<file path="src/rtl/swd_memap_seq_if.sv">
// swd_memap_seq_if: request/response bundle and swd_if register-command signals
// of the MEM-AP sequencer; slave is the sequencer, master is its environment.
interface swd_memap_seq_if;
  logic        REQ_VALID, REQ_READY, REQ_WRITE;
  logic [31:0] REQ_ADDR, REQ_WDATA;
  logic [1:0]  REQ_SIZE;
  logic        RSP_VALID;
  logic [31:0] RSP_RDATA;
  logic [2:0]  RSP_ERR;
  logic        SWD_APnDP, SWD_WRITE, SWD_VALID, SWD_READY, SWD_CLR;
  logic [1:0]  SWD_ADDR;
  logic [31:0] SWD_DATI, SWD_DATO;
  logic [2:0]  SWD_ERR;
  modport slave (
    input  REQ_VALID, REQ_WRITE, REQ_ADDR, REQ_SIZE, REQ_WDATA, SWD_READY, SWD_DATO, SWD_ERR,
    output REQ_READY, RSP_VALID, RSP_RDATA, RSP_ERR, SWD_APnDP, SWD_ADDR, SWD_DATI, SWD_WRITE,
           SWD_VALID, SWD_CLR
  );
  modport master (
    output REQ_VALID, REQ_WRITE, REQ_ADDR, REQ_SIZE, REQ_WDATA, SWD_READY, SWD_DATO, SWD_ERR,
    input  REQ_READY, RSP_VALID, RSP_RDATA, RSP_ERR, SWD_APnDP, SWD_ADDR, SWD_DATI, SWD_WRITE,
           SWD_VALID, SWD_CLR
  );
endinterface

</file>
<file path="src/rtl/swd_memap_seq.sv">
// swd_memap_seq: expands 8/16/32-bit memory requests into SELECT/CSW/TAR/DRW/RDBUFF swd_if steps.
// Define SWD_MEMAP_CACHE_EN to skip SELECT/CSW/TAR writes whose value is already in the target.
module swd_memap_seq #(
  parameter logic [7:0]  AP_SEL   = 8'h00,
  parameter logic [31:0] CSW_BASE = 32'h2300_0000
) (
  input logic CLK,
  input logic RESET,
  swd_memap_seq_if.slave bus
);
  typedef enum logic [3:0] {IDLE, CHECK, SEL, CSW, TAR, DRW, RDBUF, RESP, ERRCLR} state_t;
  typedef enum logic [1:0] {ISSUE, WLOW, WHIGH} phase_t;
  state_t state_q, state_d, first, after_sel, after_csw, after_step;
  phase_t phase_q, phase_d;
  logic        wr_q, wr_d, apndp_q, apndp_d, write_q, write_d;
  logic [1:0]  size_q, size_d, swd_addr_q, swd_addr_d;
  logic [2:0]  err_q, err_d, rsp_err_q;
  logic [31:0] addr_q, addr_d, wdata_q, wdata_d, rdata_q, rdata_d, dati_q, dati_d, rsp_rdata_q;
  logic [31:0] csw_val, rd_ext;
  logic        req_ready_q, rsp_valid_q, swd_valid_q, swd_clr_q;
  logic        step, done, bad, skip_sel, skip_csw, skip_tar;
  assign csw_val = CSW_BASE | {30'h0, size_q};
  assign step = state_q inside {SEL, CSW, TAR, DRW, RDBUF};
  assign done = step && phase_q == WHIGH && bus.SWD_READY;
  assign bad = size_q == 2'd3 || (size_q == 2'd1 && addr_q[0]) || (size_q == 2'd2 && addr_q[1:0] != 2'b00);
  assign rd_ext = size_q == 2'd0 ? {24'h0, bus.SWD_DATO[{addr_q[1:0], 3'b000} +: 8]} :
                  size_q == 2'd1 ? {16'h0, addr_q[1] ? bus.SWD_DATO[31:16] : bus.SWD_DATO[15:0]} :
                  bus.SWD_DATO;
`ifdef SWD_MEMAP_CACHE_EN
  logic        sel_v_q, csw_v_q, tar_v_q;
  logic [31:0] csw_c_q, tar_c_q;
  assign skip_sel = sel_v_q;
  assign skip_csw = csw_v_q && csw_c_q == csw_val;
  assign skip_tar = tar_v_q && tar_c_q == addr_q;
  // Only writes that completed cleanly are remembered; any error forgets everything.
  always_ff @(posedge CLK or posedge RESET)
    if (RESET) begin
      sel_v_q <= 1'b0;
      csw_v_q <= 1'b0;
      tar_v_q <= 1'b0;
      csw_c_q <= 32'h0;
      tar_c_q <= 32'h0;
    end else if (state_q == ERRCLR || (state_q == CHECK && bad)) begin
      sel_v_q <= 1'b0;
      csw_v_q <= 1'b0;
      tar_v_q <= 1'b0;
    end else if (done && bus.SWD_ERR == 3'd0) begin
      if (state_q == SEL) sel_v_q <= 1'b1;
      if (state_q == CSW) begin
        csw_v_q <= 1'b1;
        csw_c_q <= csw_val;
      end
      if (state_q == TAR) begin
        tar_v_q <= 1'b1;
        tar_c_q <= addr_q;
      end
    end
`else
  assign skip_sel = 1'b0;
  assign skip_csw = 1'b0;
  assign skip_tar = 1'b0;
`endif
  assign after_csw = skip_tar ? DRW : TAR;
  assign after_sel = skip_csw ? after_csw : CSW;
  assign first = skip_sel ? after_sel : SEL;
  assign after_step = bus.SWD_ERR != 3'd0 ? ERRCLR :
                      state_q == SEL ? after_sel :
                      state_q == CSW ? after_csw :
                      state_q == TAR ? DRW :
                      state_q == DRW && !wr_q ? RDBUF : RESP;
  always_comb begin
    state_d = state_q;
    phase_d = phase_q;
    wr_d = wr_q;
    size_d = size_q;
    addr_d = addr_q;
    wdata_d = wdata_q;
    err_d = err_q;
    rdata_d = rdata_q;
    apndp_d = apndp_q;
    swd_addr_d = swd_addr_q;
    dati_d = dati_q;
    write_d = write_q;
    case (state_q)
      IDLE: if (req_ready_q && bus.REQ_VALID) begin
        state_d = CHECK;
        wr_d = bus.REQ_WRITE;
        size_d = bus.REQ_SIZE;
        addr_d = bus.REQ_ADDR;
        wdata_d = bus.REQ_SIZE == 2'd0 ? {4{bus.REQ_WDATA[7:0]}} :
                  bus.REQ_SIZE == 2'd1 ? {2{bus.REQ_WDATA[15:0]}} : bus.REQ_WDATA;
        err_d = 3'd0;
        rdata_d = 32'h0;
      end
      CHECK: begin
        state_d = bad ? RESP : first;
        err_d = bad ? 3'd6 : 3'd0;
      end
      RESP: state_d = IDLE;
      ERRCLR: state_d = RESP;
      default: begin
        phase_d = phase_q == ISSUE && bus.SWD_READY ? WLOW :
                  phase_q == WLOW && !bus.SWD_READY ? WHIGH :
                  done ? ISSUE : phase_q;
        if (done) begin
          state_d = after_step;
          err_d = bus.SWD_ERR;
          rdata_d = state_q == RDBUF ? rd_ext : rdata_q;
        end
      end
    endcase
    // Command fields load on entry to a step and stay put until its last phase ends.
    if (state_d inside {SEL, CSW, TAR, DRW, RDBUF}) begin
      apndp_d = !(state_d inside {SEL, RDBUF});
      swd_addr_d = state_d == SEL ? 2'd2 : state_d == CSW ? 2'd0 : state_d == TAR ? 2'd1 : 2'd3;
      dati_d = state_d == SEL ? {AP_SEL, 24'h0} : state_d == CSW ? csw_val :
               state_d == TAR ? addr_q : state_d == DRW && wr_q ? wdata_q : 32'h0;
      write_d = state_d inside {SEL, CSW, TAR} || (state_d == DRW && wr_q);
    end
  end
  always_ff @(posedge CLK or posedge RESET)
    if (RESET) begin
      state_q <= IDLE;
      phase_q <= ISSUE;
      wr_q <= 1'b0;
      size_q <= 2'd0;
      addr_q <= 32'h0;
      wdata_q <= 32'h0;
      err_q <= 3'd0;
      rdata_q <= 32'h0;
      apndp_q <= 1'b0;
      swd_addr_q <= 2'd0;
      dati_q <= 32'h0;
      write_q <= 1'b0;
      req_ready_q <= 1'b0;
      rsp_valid_q <= 1'b0;
      rsp_err_q <= 3'd0;
      rsp_rdata_q <= 32'h0;
      swd_valid_q <= 1'b0;
      swd_clr_q <= 1'b0;
    end else begin
      state_q <= state_d;
      phase_q <= phase_d;
      wr_q <= wr_d;
      size_q <= size_d;
      addr_q <= addr_d;
      wdata_q <= wdata_d;
      err_q <= err_d;
      rdata_q <= rdata_d;
      apndp_q <= apndp_d;
      swd_addr_q <= swd_addr_d;
      dati_q <= dati_d;
      write_q <= write_d;
      req_ready_q <= state_d == IDLE;
      rsp_valid_q <= state_d == RESP;
      rsp_err_q <= state_d == RESP ? err_d : 3'd0;
      rsp_rdata_q <= state_d == RESP && !wr_d && err_d == 3'd0 ? rdata_d : 32'h0;
      swd_valid_q <= step && phase_q == ISSUE && bus.SWD_READY;
      swd_clr_q <= state_d == ERRCLR;
    end
  assign bus.REQ_READY = req_ready_q;
  assign bus.RSP_VALID = rsp_valid_q;
  assign bus.RSP_RDATA = rsp_rdata_q;
  assign bus.RSP_ERR = rsp_err_q;
  assign bus.SWD_APnDP = apndp_q;
  assign bus.SWD_ADDR = swd_addr_q;
  assign bus.SWD_DATI = dati_q;
  assign bus.SWD_WRITE = write_q;
  assign bus.SWD_VALID = swd_valid_q;
  assign bus.SWD_CLR = swd_clr_q;
endmodule
</file>
<file path="src/flat_wrapper.sv">
// flat-port wrapper written by rule: the top's interface ports become plain ports
module swd_memap_seq_flat 
#(
  parameter logic [7:0]  AP_SEL   = 8'h00,
  parameter logic [31:0] CSW_BASE = 32'h2300_0000
)
  (CLK, RESET, bus_REQ_VALID, bus_REQ_WRITE, bus_REQ_ADDR, bus_REQ_SIZE, bus_REQ_WDATA, bus_SWD_READY, bus_SWD_DATO, bus_SWD_ERR, bus_REQ_READY, bus_RSP_VALID, bus_RSP_RDATA, bus_RSP_ERR, bus_SWD_APnDP, bus_SWD_ADDR, bus_SWD_DATI, bus_SWD_WRITE, bus_SWD_VALID, bus_SWD_CLR);
  swd_memap_seq_if bus_i ();
  input logic CLK;
  input logic RESET;
  input wire logic [$bits(bus_i.REQ_VALID)-1:0] bus_REQ_VALID;
  input wire logic [$bits(bus_i.REQ_WRITE)-1:0] bus_REQ_WRITE;
  input wire logic [$bits(bus_i.REQ_ADDR)-1:0] bus_REQ_ADDR;
  input wire logic [$bits(bus_i.REQ_SIZE)-1:0] bus_REQ_SIZE;
  input wire logic [$bits(bus_i.REQ_WDATA)-1:0] bus_REQ_WDATA;
  input wire logic [$bits(bus_i.SWD_READY)-1:0] bus_SWD_READY;
  input wire logic [$bits(bus_i.SWD_DATO)-1:0] bus_SWD_DATO;
  input wire logic [$bits(bus_i.SWD_ERR)-1:0] bus_SWD_ERR;
  output wire logic [$bits(bus_i.REQ_READY)-1:0] bus_REQ_READY;
  output wire logic [$bits(bus_i.RSP_VALID)-1:0] bus_RSP_VALID;
  output wire logic [$bits(bus_i.RSP_RDATA)-1:0] bus_RSP_RDATA;
  output wire logic [$bits(bus_i.RSP_ERR)-1:0] bus_RSP_ERR;
  output wire logic [$bits(bus_i.SWD_APnDP)-1:0] bus_SWD_APnDP;
  output wire logic [$bits(bus_i.SWD_ADDR)-1:0] bus_SWD_ADDR;
  output wire logic [$bits(bus_i.SWD_DATI)-1:0] bus_SWD_DATI;
  output wire logic [$bits(bus_i.SWD_WRITE)-1:0] bus_SWD_WRITE;
  output wire logic [$bits(bus_i.SWD_VALID)-1:0] bus_SWD_VALID;
  output wire logic [$bits(bus_i.SWD_CLR)-1:0] bus_SWD_CLR;
  assign bus_i.REQ_VALID = bus_REQ_VALID;
  assign bus_i.REQ_WRITE = bus_REQ_WRITE;
  assign bus_i.REQ_ADDR = bus_REQ_ADDR;
  assign bus_i.REQ_SIZE = bus_REQ_SIZE;
  assign bus_i.REQ_WDATA = bus_REQ_WDATA;
  assign bus_i.SWD_READY = bus_SWD_READY;
  assign bus_i.SWD_DATO = bus_SWD_DATO;
  assign bus_i.SWD_ERR = bus_SWD_ERR;
  assign bus_REQ_READY = bus_i.REQ_READY;
  assign bus_RSP_VALID = bus_i.RSP_VALID;
  assign bus_RSP_RDATA = bus_i.RSP_RDATA;
  assign bus_RSP_ERR = bus_i.RSP_ERR;
  assign bus_SWD_APnDP = bus_i.SWD_APnDP;
  assign bus_SWD_ADDR = bus_i.SWD_ADDR;
  assign bus_SWD_DATI = bus_i.SWD_DATI;
  assign bus_SWD_WRITE = bus_i.SWD_WRITE;
  assign bus_SWD_VALID = bus_i.SWD_VALID;
  assign bus_SWD_CLR = bus_i.SWD_CLR;
  swd_memap_seq #(.AP_SEL(AP_SEL), .CSW_BASE(CSW_BASE)) u_core (.CLK(CLK), .RESET(RESET), .bus(bus_i));
endmodule
</file>
<file path="config.mk">
export PLATFORM = sky130hd
export DESIGN_NAME = swd_memap_seq_flat
export DESIGN_NICKNAME = d
export VERILOG_FILES = /design/src/rtl/swd_memap_seq_if.sv /design/src/rtl/swd_memap_seq.sv /design/src/flat_wrapper.sv
export SDC_FILE = /design/constraint.sdc
export NUM_CORES = 1
export LEC_CHECK = 0
export BUFFER_PORTS_ARGS = -buffer_cell sky130_fd_sc_hd__buf_2
export CORE_MARGIN = 4
export CORE_UTILIZATION = 45
export DETAILED_ROUTE_END_ITERATION = 6
export PLACE_DENSITY = 0.73
export SLEW_MARGIN = 20
export SYNTH_ARGS = -nofsm -noshare
export SYNTH_HDL_FRONTEND = slang
export SYNTH_SLANG_ARGS = --single-unit
</file>
<file path="constraint.sdc">
create_clock -name CLK -period 5 [get_ports CLK]
set_input_delay 0.5 -clock CLK [delete_from_list [all_inputs] [get_ports CLK]]
set_output_delay 0.5 -clock CLK [all_outputs]
set_load 0.01 [all_outputs]
</file>
==> results of run 1 <==
## power by group
| group | switching (W) | leakage (nW) | internal (W) |
|---|---|---|---|
| Combinational | 0.000311 | 2.13 | 0.000190 |
| Sequential | 0.0000746 | 2.52 | 0.00157 |
| Clock | 0.000594 | 0.278 | 0.000688 |
| Total | 0.000980 | 4.92 | 0.00245 |
## stage by stage
step / area [um^2] / util / std cells / setup WS (ns)
finish: 9620 / 0.554 / 1060 / 1.73
CTS: 9620 / 0.554 / 1059 / 1.72
floorplan: 7990 / - / 660 / 2.15
global route: 9620 / 0.554 / 1060 / 1.46
detailed placement: 9050 / 0.521 / 1027 / 1.55
global placement: 9050 / 0.521 / 1027 / 1.64
## state kept, by name, summed over array words and instances, names as in the netlist, 2 cells and up
register              flops
u_core.phase_q            2
u_core.wdata_q           32
u_core.size_q             2
u_core.bus.SWD_ADDR       2
u_core.addr_q            32
u_core.state_q            4
u_core.rdata_q           32
u_core.bus.RSP_RDATA     32
u_core.err_q              3
u_core.bus.SWD_DATI      32
u_core.bus.RSP_ERR        3
## cells by family (layout without fill, tap and decap cells)
family          count (synthesis)  count (layout)
buf+inv                        56             230
other cells                     0               1
flops                         183             183
mux                            82              82
simple gates                  175             175
compound gates                164             164
## worst max-delay path: stages (launching register included)
cell and delay, ns:
dfrtp_1 0.57, nor2_2 0.15, nor4_4 0.41, mux2i_1 0.14, o21ai_2 0.59, nand4_2 0.29, or4_4 0.82, nor2b_2 0.21
## worst max path at each step
stage,start,slack (ns),end
after floorplan,RESET,2.15,u_core.addr_q[0]$_DFFE_PP0P_
after global placement,bus_SWD_ERR[1],1.64,u_core.bus.RSP_RDATA[5]$_DFF_PP0_
after detailed placement,bus_SWD_ERR[1],1.55,u_core.bus.RSP_RDATA[2]$_DFF_PP0_
after CTS,u_core.state_q[2]$_DFF_PP0_,1.72,u_core.bus.RSP_RDATA[14]$_DFF_PP0_
after global routing,u_core.state_q[2]$_DFF_PP0_,1.46,u_core.bus.RSP_RDATA[2]$_DFF_PP0_
final,u_core.state_q[2]$_DFF_PP0_,1.73,u_core.bus.RSP_RDATA[14]$_DFF_PP0_
## cells in the final DEF (no fill, tap or decap), drive strengths merged, types with 2 or more instances in the layout
cell	instances
mux2i	31
a21o	7
a21oi	34
nor4	4
clkbuf	22
nand4	2
nor2	28
or4	2
nand3	2
a31oi	5
and3	3
o221ai	9
mux2	43
dfrtp	183
nand2	67
o21ai	38
clkinv	8
mux4	8
o21ba	2
o2bb2ai	2
and2	30
a221o	31
o22a	8
nor2b	26
nor3	3
buf	185
inv	14
a22o	22
or3	2
## cell usage after synthesis, types with 2 or more instances
library cell,number
a21o_1,7
a21oi_1,26
a21oi_2,8
a221o_1,31
a22o_1,22
a31oi_1,5
and2_1,30
and3_1,2
buf_1,2
buf_2,3
buf_4,2
buf_6,3
clkbuf_1,33
dfrtp_1,183
inv_1,12
mux2_2,43
mux2i_1,31
mux4_2,8
nand2_1,67
nand3_1,2
nor2_1,27
nor2b_1,4
nor2b_2,22
nor3_1,3
nor4_1,3
o21ai_0,35
o21ai_1,2
o21ba_2,2
o221ai_1,9
o22a_1,8
o2bb2ai_1,2
or3_1,2
or4_4,2
## per-layer routing
| metal | track usage | vias to the layer above | share of wire |
|---|---|---|---|
| met4 | 0.0474 | 2 | 0.015 |
| met3 | 0.0756 | 28 | 0.084 |
| met5 | 0 | - | 0.00035 |
| met1 | 0.269 | 2904 | 0.42 |
| met2 | 0.320 | 219 | 0.48 |
| li1 | - | 2712 | - |
## final cells by class
cell class / count / share of cell area
Sequential cell: 183 / 0.476
Antenna cell: 1 / 0.000260
Timing Repair Buffer: 185 / 0.0988
Clock buffer: 22 / 0.0493
Clock inverter: 10 / 0.00949
Inverter: 13 / 0.00546
Tap cell: 225 / 0.0293
Multi-Input combinational cell: 421 / 0.331
==> impl_metrics.json, run 1 <==
{
  "status": "complete, no violations",
  "ys_warn_count": 0,
  "grt_pass1_vias": 5950,
  "min_period_ns": 3.27,
  "skew_ns": 0.00916,
  "rows": 48,
  "setup.worst_path.class": "register to register",
  "drtPass1Iterations": 5,
  "synth_compound_area_frac": 0.153,
  "initial_core_util": 0.460,
  "rsz0062_at_grt": "no",
  "crit_path_start_kind": "register",
  "die_y_um": 141,
  "final.fill_count": 1464,
  "postSynthCellCount": 660,
  "synth_top_area_share": 0.574,
  "cts_buffers": 17,
  "route.detailed.drc": 0,
  "reg2reg_slack_ns": 1.73,
  "hold_path.startpoint": "bus_REQ_ADDR[16]",
  "post_cts_buffers": 0,
  "cp_max_fo": 32,
  "timing.rr.end": "u_core.bus.RSP_RDATA[14]$_DFF_PP0_",
  "syn2layout_area_growth_pct": 20.5,
  "core_region_area_mm2": 0.0174,
  "ctsHoldBuffers": 0,
  "powerDensity_mw_per_mm2": 356,
  "finalPower_w": 0.00343,
  "hold_ws_ns": 0.296,
  "cts_sinks": 183,
  "gr-usage-all-layers": 0.203,
  "hpwlAfterDp_um": 13800,
  "path_clk_slew_ns": 0.07,
  "cts_resized": 0,
  "worst_slew_pin_slew_ns": 0.995,
  "r2r_start": "u_core.state_q[2]$_DFF_PP0_",
  "detail_route.wl_per_cell_um": 18.9,
  "antenna_found_initial": 2,
  "yosys.area_share.simple": 0.121,
  "cts-root-buf": "clkbuf_16",
  "die_area_mm2": 0.0199,
  "synth-seq-area-share": 0.574,
  "synth.avg_cell_area_um2": 12.1,
  "synth_area_mm2": 0.00798,
  "fin_nets": 927,
  "synthTopCellsByArea": "dfrtp_1 57%, mux2_2 6.1%, a221o_1 3.9%",
  "syn-num-nets": 766,
  "clk_latency_ns": 0.43,
  "hold_class": "primary input to register",
  "io_pins": 181,
  "synthFlopType": "dfrtp_1",
  "vias": 5865,
  "synthMuxAreaShare": 0.122,
  "yosysUniqueCellTypes": 52,
  "port_buffers": 180,
  "synth_xor_area_frac": 0,
  "synth.largest_area_cell": "dfrtp_1",
  "synth_top_family_by_area": "compound AO/OA/AOI/OAI gates",
  "setup-tns-final_ns": 0,
  "worstHoldEndpoint": "u_core.addr_q[16]$_DFFE_PP0P_",
  "maxCapViolCount": 0,
  "cts_tree": "done",
  "leakagePower_nw": 4.92,
  "grt-ovfl-total": 0,
  "min_path_cells": 2,
  "synth_fa_ha_area_frac": 0,
  "maxSlewHeadroom": 0.337,
  "finalSetupViolations": 0,
  "peakVddDrop_mv": 0.246,
  "seq_area_mm2": 0.00458,
  "h-tree-depth": 4,
  "synth_seq_cells": 183,
  "maxSlewViolCount": 0,
  "cp-end-kind": "register",
  "chipWidth_um": 141,
  "required_ns": 5.35,
  "via_per_inst": 5.53,
  "ys_async_sr_fraction": 1.00,
  "grt_max_degree": 184,
  "hold_viol": 0,
  "drive_above_1_share": 0.378,
  "ant_nets": 0,
  "place.gp.congestion": 0.813,
  "fin_crit_sh": 0.654,
  "drt_iter0_markers": 406,
  "critPathArrivalTime_ns": 3.62,
  "max_freq_mhz": 306,
  "rr_worst_depth": 7,
  "grt_pass1_wl_um": 32000,
  "synth-edff-count": 0,
  "multi_input_area_mm2": 0.00319,
  "totalWireLength_um": 20000,
  "clockBufferDepth": 2
}
(Power assumes the default switching activity.)
==> run 2: changes to the inputs <==
clock period = 3 ns   (was 5 ns; I/O delays follow)
==> impl_metrics.json, run 2 (synthesized netlist as in run 1, its figures left out) <==
{
  "postLayoutCoreUtil": 0.571,
  "rows": 48,
  "drive_above_1_share": 0.395,
  "h-tree-depth": 4,
  "layout_commonest_cell": "dfrtp_1",
  "maxSlewViolCount": 0,
  "rsz0062_at_grt": "no",
  "grt_pass1_wl_um": 32300,
  "powerDensity_mw_per_mm2": 596,
  "final.fill_count": 1456,
  "fin_crit_sh": 0.954,
  "syn2layout_area_growth_pct": 24.2,
  "grt_max_degree": 91,
  "grt-ovfl-total": 0,
  "fin_nets": 946,
  "ant_nets": 0,
  "port_buffers": 180,
  "skew_ns": 0.0149,
  "gr-usage-all-layers": 0.204,
  "initial_core_util": 0.460,
  "hold_ws_ns": 0.0908,
  "maxSlewHeadroom": 0.344,
  "leakagePower_nw": 5.06,
  "cts-root-buf": "clkbuf_16",
  "worst_slew_pin_slew_ns": 0.983,
  "cp_max_fo": 16,
  "die_area_mm2": 0.0199,
  "cts_tree": "done",
  "totalWireLength_um": 20800,
  "crit_slowest_cell": "or4_4",
  "route.detailed.drc": 0,
  "required_ns": 3.37,
  "crit_family": "simple AND/OR/NAND/NOR gates",
  "cpMostUsedCell": "or4_4",
  "max_stage_delay_ns": 0.75,
  "core_region_area_mm2": 0.0174,
  "detail_route.wl_per_cell_um": 19.2,
  "max_freq_mhz": 349,
  "chipWidth_um": 141,
  "place.gp.congestion": 0.809,
  "cts_sinks": 183,
  "drtPass1Iterations": 6,
  "via_per_inst": 5.63,
  "antenna_found_initial": 1,
  "vias": 6080,
  "peakVddDrop_mv": 0.395,
  "crit_path_start_kind": "register",
  "min_period_ns": 2.86,
  "crit_path_cell_trace": "nor2_2 > nor2_1 > or4_4 > a221o_1 > or4_4 > nor2b_2",
  "setup-tns-final_ns": 0,
  "die_y_um": 141,
  "stdcell_count": 1079,
  "io_pins": 181,
  "clk_latency_ns": 0.43,
  "critPathArrivalTime_ns": 3.23,
  "hold_viol": 0,
  "cp-end-kind": "register",
  "status": "complete, no violations",
  "hold_class": "primary input to register",
  "grt_pass1_vias": 5976,
  "layout_common_cells": "182 x dfrtp_1, 180 x buf_2, 66 x nand2_1",
  "dp.cells": 1042,
  "finalSetupViolations": 0,
  "drt_iter0_markers": 536,
  "cts_buffers": 17,
  "path_clk_slew_ns": 0.08,
  "hpwlAfterDp_um": 14300,
  "maxCapViolCount": 0,
  "clockBufferDepth": 2,
  "path_buf_inv": 0,
  "setup.worst_path.class": "register to register"
}
-- run 2: worst paths after layout --
kind	from	cells past startpoint	to	slack, ns
max in group asynchronous	RESET	5	u_core.bus.SWD_DATI[24]$_DFFE_PP0P_	1.87
min in group asynchronous	RESET	3	u_core.bus.SWD_DATI[8]$_DFFE_PP0P_	0.39
min	bus_REQ_ADDR[18]	2	u_core.addr_q[18]$_DFFE_PP0P_	0.09
max	u_core.state_q[2]$_DFF_PP0_	6	u_core.bus.RSP_RDATA[30]$_DFF_PP0_	0.14
min reg2reg	u_core.rdata_q[15]$_DFF_PP0_	1	u_core.rdata_q[15]$_DFF_PP0_	0.47
max reg2reg	u_core.state_q[2]$_DFF_PP0_	6	u_core.bus.RSP_RDATA[30]$_DFF_PP0_	0.14
-- run 2: cell type report --
| class | count | area [um^2] | share of cell area |
|---|---|---|---|
| Antenna cell | 1 | 2.50 | 0.000252 |
| Tap cell | 225 | 282 | 0.0284 |
| Inverter | 13 | 52.6 | 0.00530 |
| Multi-Input combinational cell | 423 | 3230 | 0.326 |
| Clock inverter | 15 | 175 | 0.0177 |
| Timing Repair Buffer | 202 | 1170 | 0.118 |
| Clock buffer | 17 | 425 | 0.0429 |
| Sequential cell | 183 | 4580 | 0.462 |
-- run 2: metal layers --
layer  GRT usage  share of wire
met1       0.269           0.41
met2       0.325           0.48
met3      0.0607          0.082
met5           0              0
met4      0.0663          0.025
-- run 2: metrics by stage --
stage               power [W]  worst slack (ns)  area (um^2)
global route          0.00618            0.0169         9910
floorplan             0.00333             0.349         7990
finish                0.00590             0.137         9910
detailed placement    0.00365            0.0178         9240
global placement      0.00362             0.122         9240
CTS                   0.00590           0.00980         9840
-- run 2: repair_timing --
action,4_1_cts,5_1_grt
gates cloned,0,2
endpoints found under the setup margin,1,62
pin swaps,1,1
endpoints found under the hold margin,0,13
resized for setup,0,6
setup buffers,0,0
hold buffers,0,1
-- run 2: where the power goes --
part / leakage [nW] / total, W / internal [W] / switching (W)
Combinational: 2.26 / 0.000924 / 0.000357 / 0.000566
Sequential: 2.52 / 0.00273 / 0.00261 / 0.000114
Clock: 0.286 / 0.00225 / 0.00119 / 0.00106
Total: 5.06 / 0.00590 / 0.00416 / 0.00174
==> run 3: changes to the inputs <==
==> constraint.sdc (replaced) <==
create_clock -name CLK -period 3 [get_ports CLK]
set_input_delay 0.45 -clock CLK [delete_from_list [all_inputs] [get_ports CLK]]
set_output_delay 0.45 -clock CLK [all_outputs]
set_load 0.01 [all_outputs]
==> impl_metrics.json, run 3 (synthesized netlist as in run 1, its figures left out) <==
{
  "syn2layout_area_growth_pct": 23.6,
  "hpwlAfterDp_um": 13800,
  "setup.worst_path.class": "register to register",
  "layout_commonest_cell": "dfrtp_1",
  "port_buffers": 180,
  "clockBufferDepth": 2,
  "final.fill_count": 1434,
  "hold_ws_ns": 0.253,
  "finalSetupViolations": 0,
  "drive_above_1_share": 0.393,
  "fin_nets": 948,
  "seq_area_mm2": 0.00458,
  "max_stage_delay_ns": 0.51,
  "rsz0062_at_grt": "no",
  "path_clk_slew_ns": 0.07,
  "layout_common_cells": "183 x dfrtp_1, 180 x buf_2, 66 x nand2_1",
  "grt_pass1_vias": 6041,
  "die_area_mm2": 0.0199,
  "initial_core_util": 0.460,
  "peakVddDrop_mv": 0.450,
  "vias": 5940,
  "maxCapViolCount": 0,
  "drt_iter0_markers": 342,
  "ant_nets": 0,
  "maxSlewHeadroom": 0.373,
  "detail_route.wl_per_cell_um": 18.5,
  "setup-tns-final_ns": 0,
  "chipWidth_um": 141,
  "maxSlewViolCount": 0,
  "required_ns": 3.35,
  "cp-end-kind": "register",
  "place.gp.congestion": 0.852,
  "h-tree-depth": 4,
  "totalWireLength_um": 20000,
  "fin_crit_sh": 0.927,
  "cts_sinks": 183,
  "gr-usage-all-layers": 0.205,
  "leakagePower_nw": 5.05,
  "cts_buffers": 17,
  "hold_class": "primary input to register",
  "grt-ovfl-total": 0,
  "post_cts_buffers": 0,
  "diodes": 0,
  "multi_input_area_mm2": 0.00319,
  "cts-root-buf": "clkbuf_16",
  "crit_slowest_cell": "dfrtp_1",
  "place_worst_setup_slack_ns": 0.223,
  "worst_slew_pin_slew_ns": 0.941,
  "cp_max_fo": 32,
  "antenna_found_initial": 2,
  "critPathArrivalTime_ns": 3.13,
  "max_freq_mhz": 359,
  "postLayoutSetupSlackWorst_ns": 0.218,
  "min_period_ns": 2.78,
  "finalPower_w": 0.00588,
  "drtPass1Iterations": 5,
  "hold_viol": 0,
  "crit_path_start_kind": "register",
  "rows": 48,
  "cts_tree": "done",
  "route.detailed.drc": 0,
  "io_pins": 181,
  "die_y_um": 141,
  "core_region_area_mm2": 0.0174,
  "via_per_inst": 5.50,
  "grt_max_degree": 97,
  "powerDensity_mw_per_mm2": 596,
  "clk_latency_ns": 0.43,
  "grt_pass1_wl_um": 32300,
  "status": "complete, no violations",
  "skew_ns": 0.0103,
  "crit_path_cell_trace": "nor2_2 > nor2_1 > or4_4 > a221oi_1 > nand2_1 > or4_4 > buf_12 > nor2b_1",
  "cpMostUsedCell": "or4_4"
}
run 3: changes by cell type in the layout (fill, tap and decap cells not counted), sizes merged:
cell,change
clkinvlp,+1
inv,-2
clkbuf,+1
or4,-2
buf,+4
diode,-1
run 3: area by class of cell:
type / instances / share of cell area
inverters: 13 / 0.00533
clock inverters: 14 / 0.0165
multi-input cells: 421 / 0.323
repair buffers: 206 / 0.118
flip-flops and latches: 183 / 0.464
well taps: 225 / 0.0285
clock buffers: 18 / 0.0445
run 3: path summary, 6_finish.rpt:
check,startpoint,to,slack (ns),cells past startpoint
worst min register to register,u_core.rdata_q[9]$_DFF_PP0_,u_core.rdata_q[9]$_DFF_PP0_,0.47,1
min in group asynchronous,RESET,u_core.addr_q[6]$_DFFE_PP0P_,0.49,3
max in group asynchronous,RESET,u_core.bus.SWD_APnDP$_DFFE_PP0P_,1.77,4
worst max-delay path,u_core.state_q[2]$_DFF_PP0_,u_core.bus.RSP_RDATA[8]$_DFF_PP0_,0.22,8
worst max register to register,u_core.state_q[2]$_DFF_PP0_,u_core.bus.RSP_RDATA[8]$_DFF_PP0_,0.22,8
worst min-delay path,bus_REQ_ADDR[19],u_core.addr_q[19]$_DFFE_PP0P_,0.25,2
run 3: report_power, final:
group          internal (W)  switching [W]  leakage [nW]
clock network       0.00121        0.00103         0.285
registers           0.00261      0.0000962          2.52
logic              0.000379       0.000554          2.25
run 3: timing repair:
item | 4_1_cts | 5_1_grt
hold buffers | 1 | 0
gates resized for setup | 0 | 0
hold endpoints to repair | 3 | 0
run 3: critical path: cells and delay by family (launching register included):
family                 cells  cell delay [ns]
buffers and inverters      1             0.21
AOI/OAI and AO/OA          1             0.41
DFF                        1             0.51
and+or+nand+nor            6             1.57
run 3: through the flow:
step	std cells	util	cell area, um^2
global route	1080	0.568	9860
floorplan	660	-	7990
finish	1080	0.568	9860
detailed placement	1047	0.533	9250
CTS	1080	0.568	9860
global placement	1047	0.533	9250
run 3: routing by layer:
layer | global-route usage | wire length, um | vias to the layer above
met5 | 0 | 14 | -
met4 | 0.0612 | 335 | 4
met3 | 0.0614 | 1570 | 29
met2 | 0.323 | 9570 | 205
met1 | 0.274 | 8460 | 2942
li1 | - | - | 2760
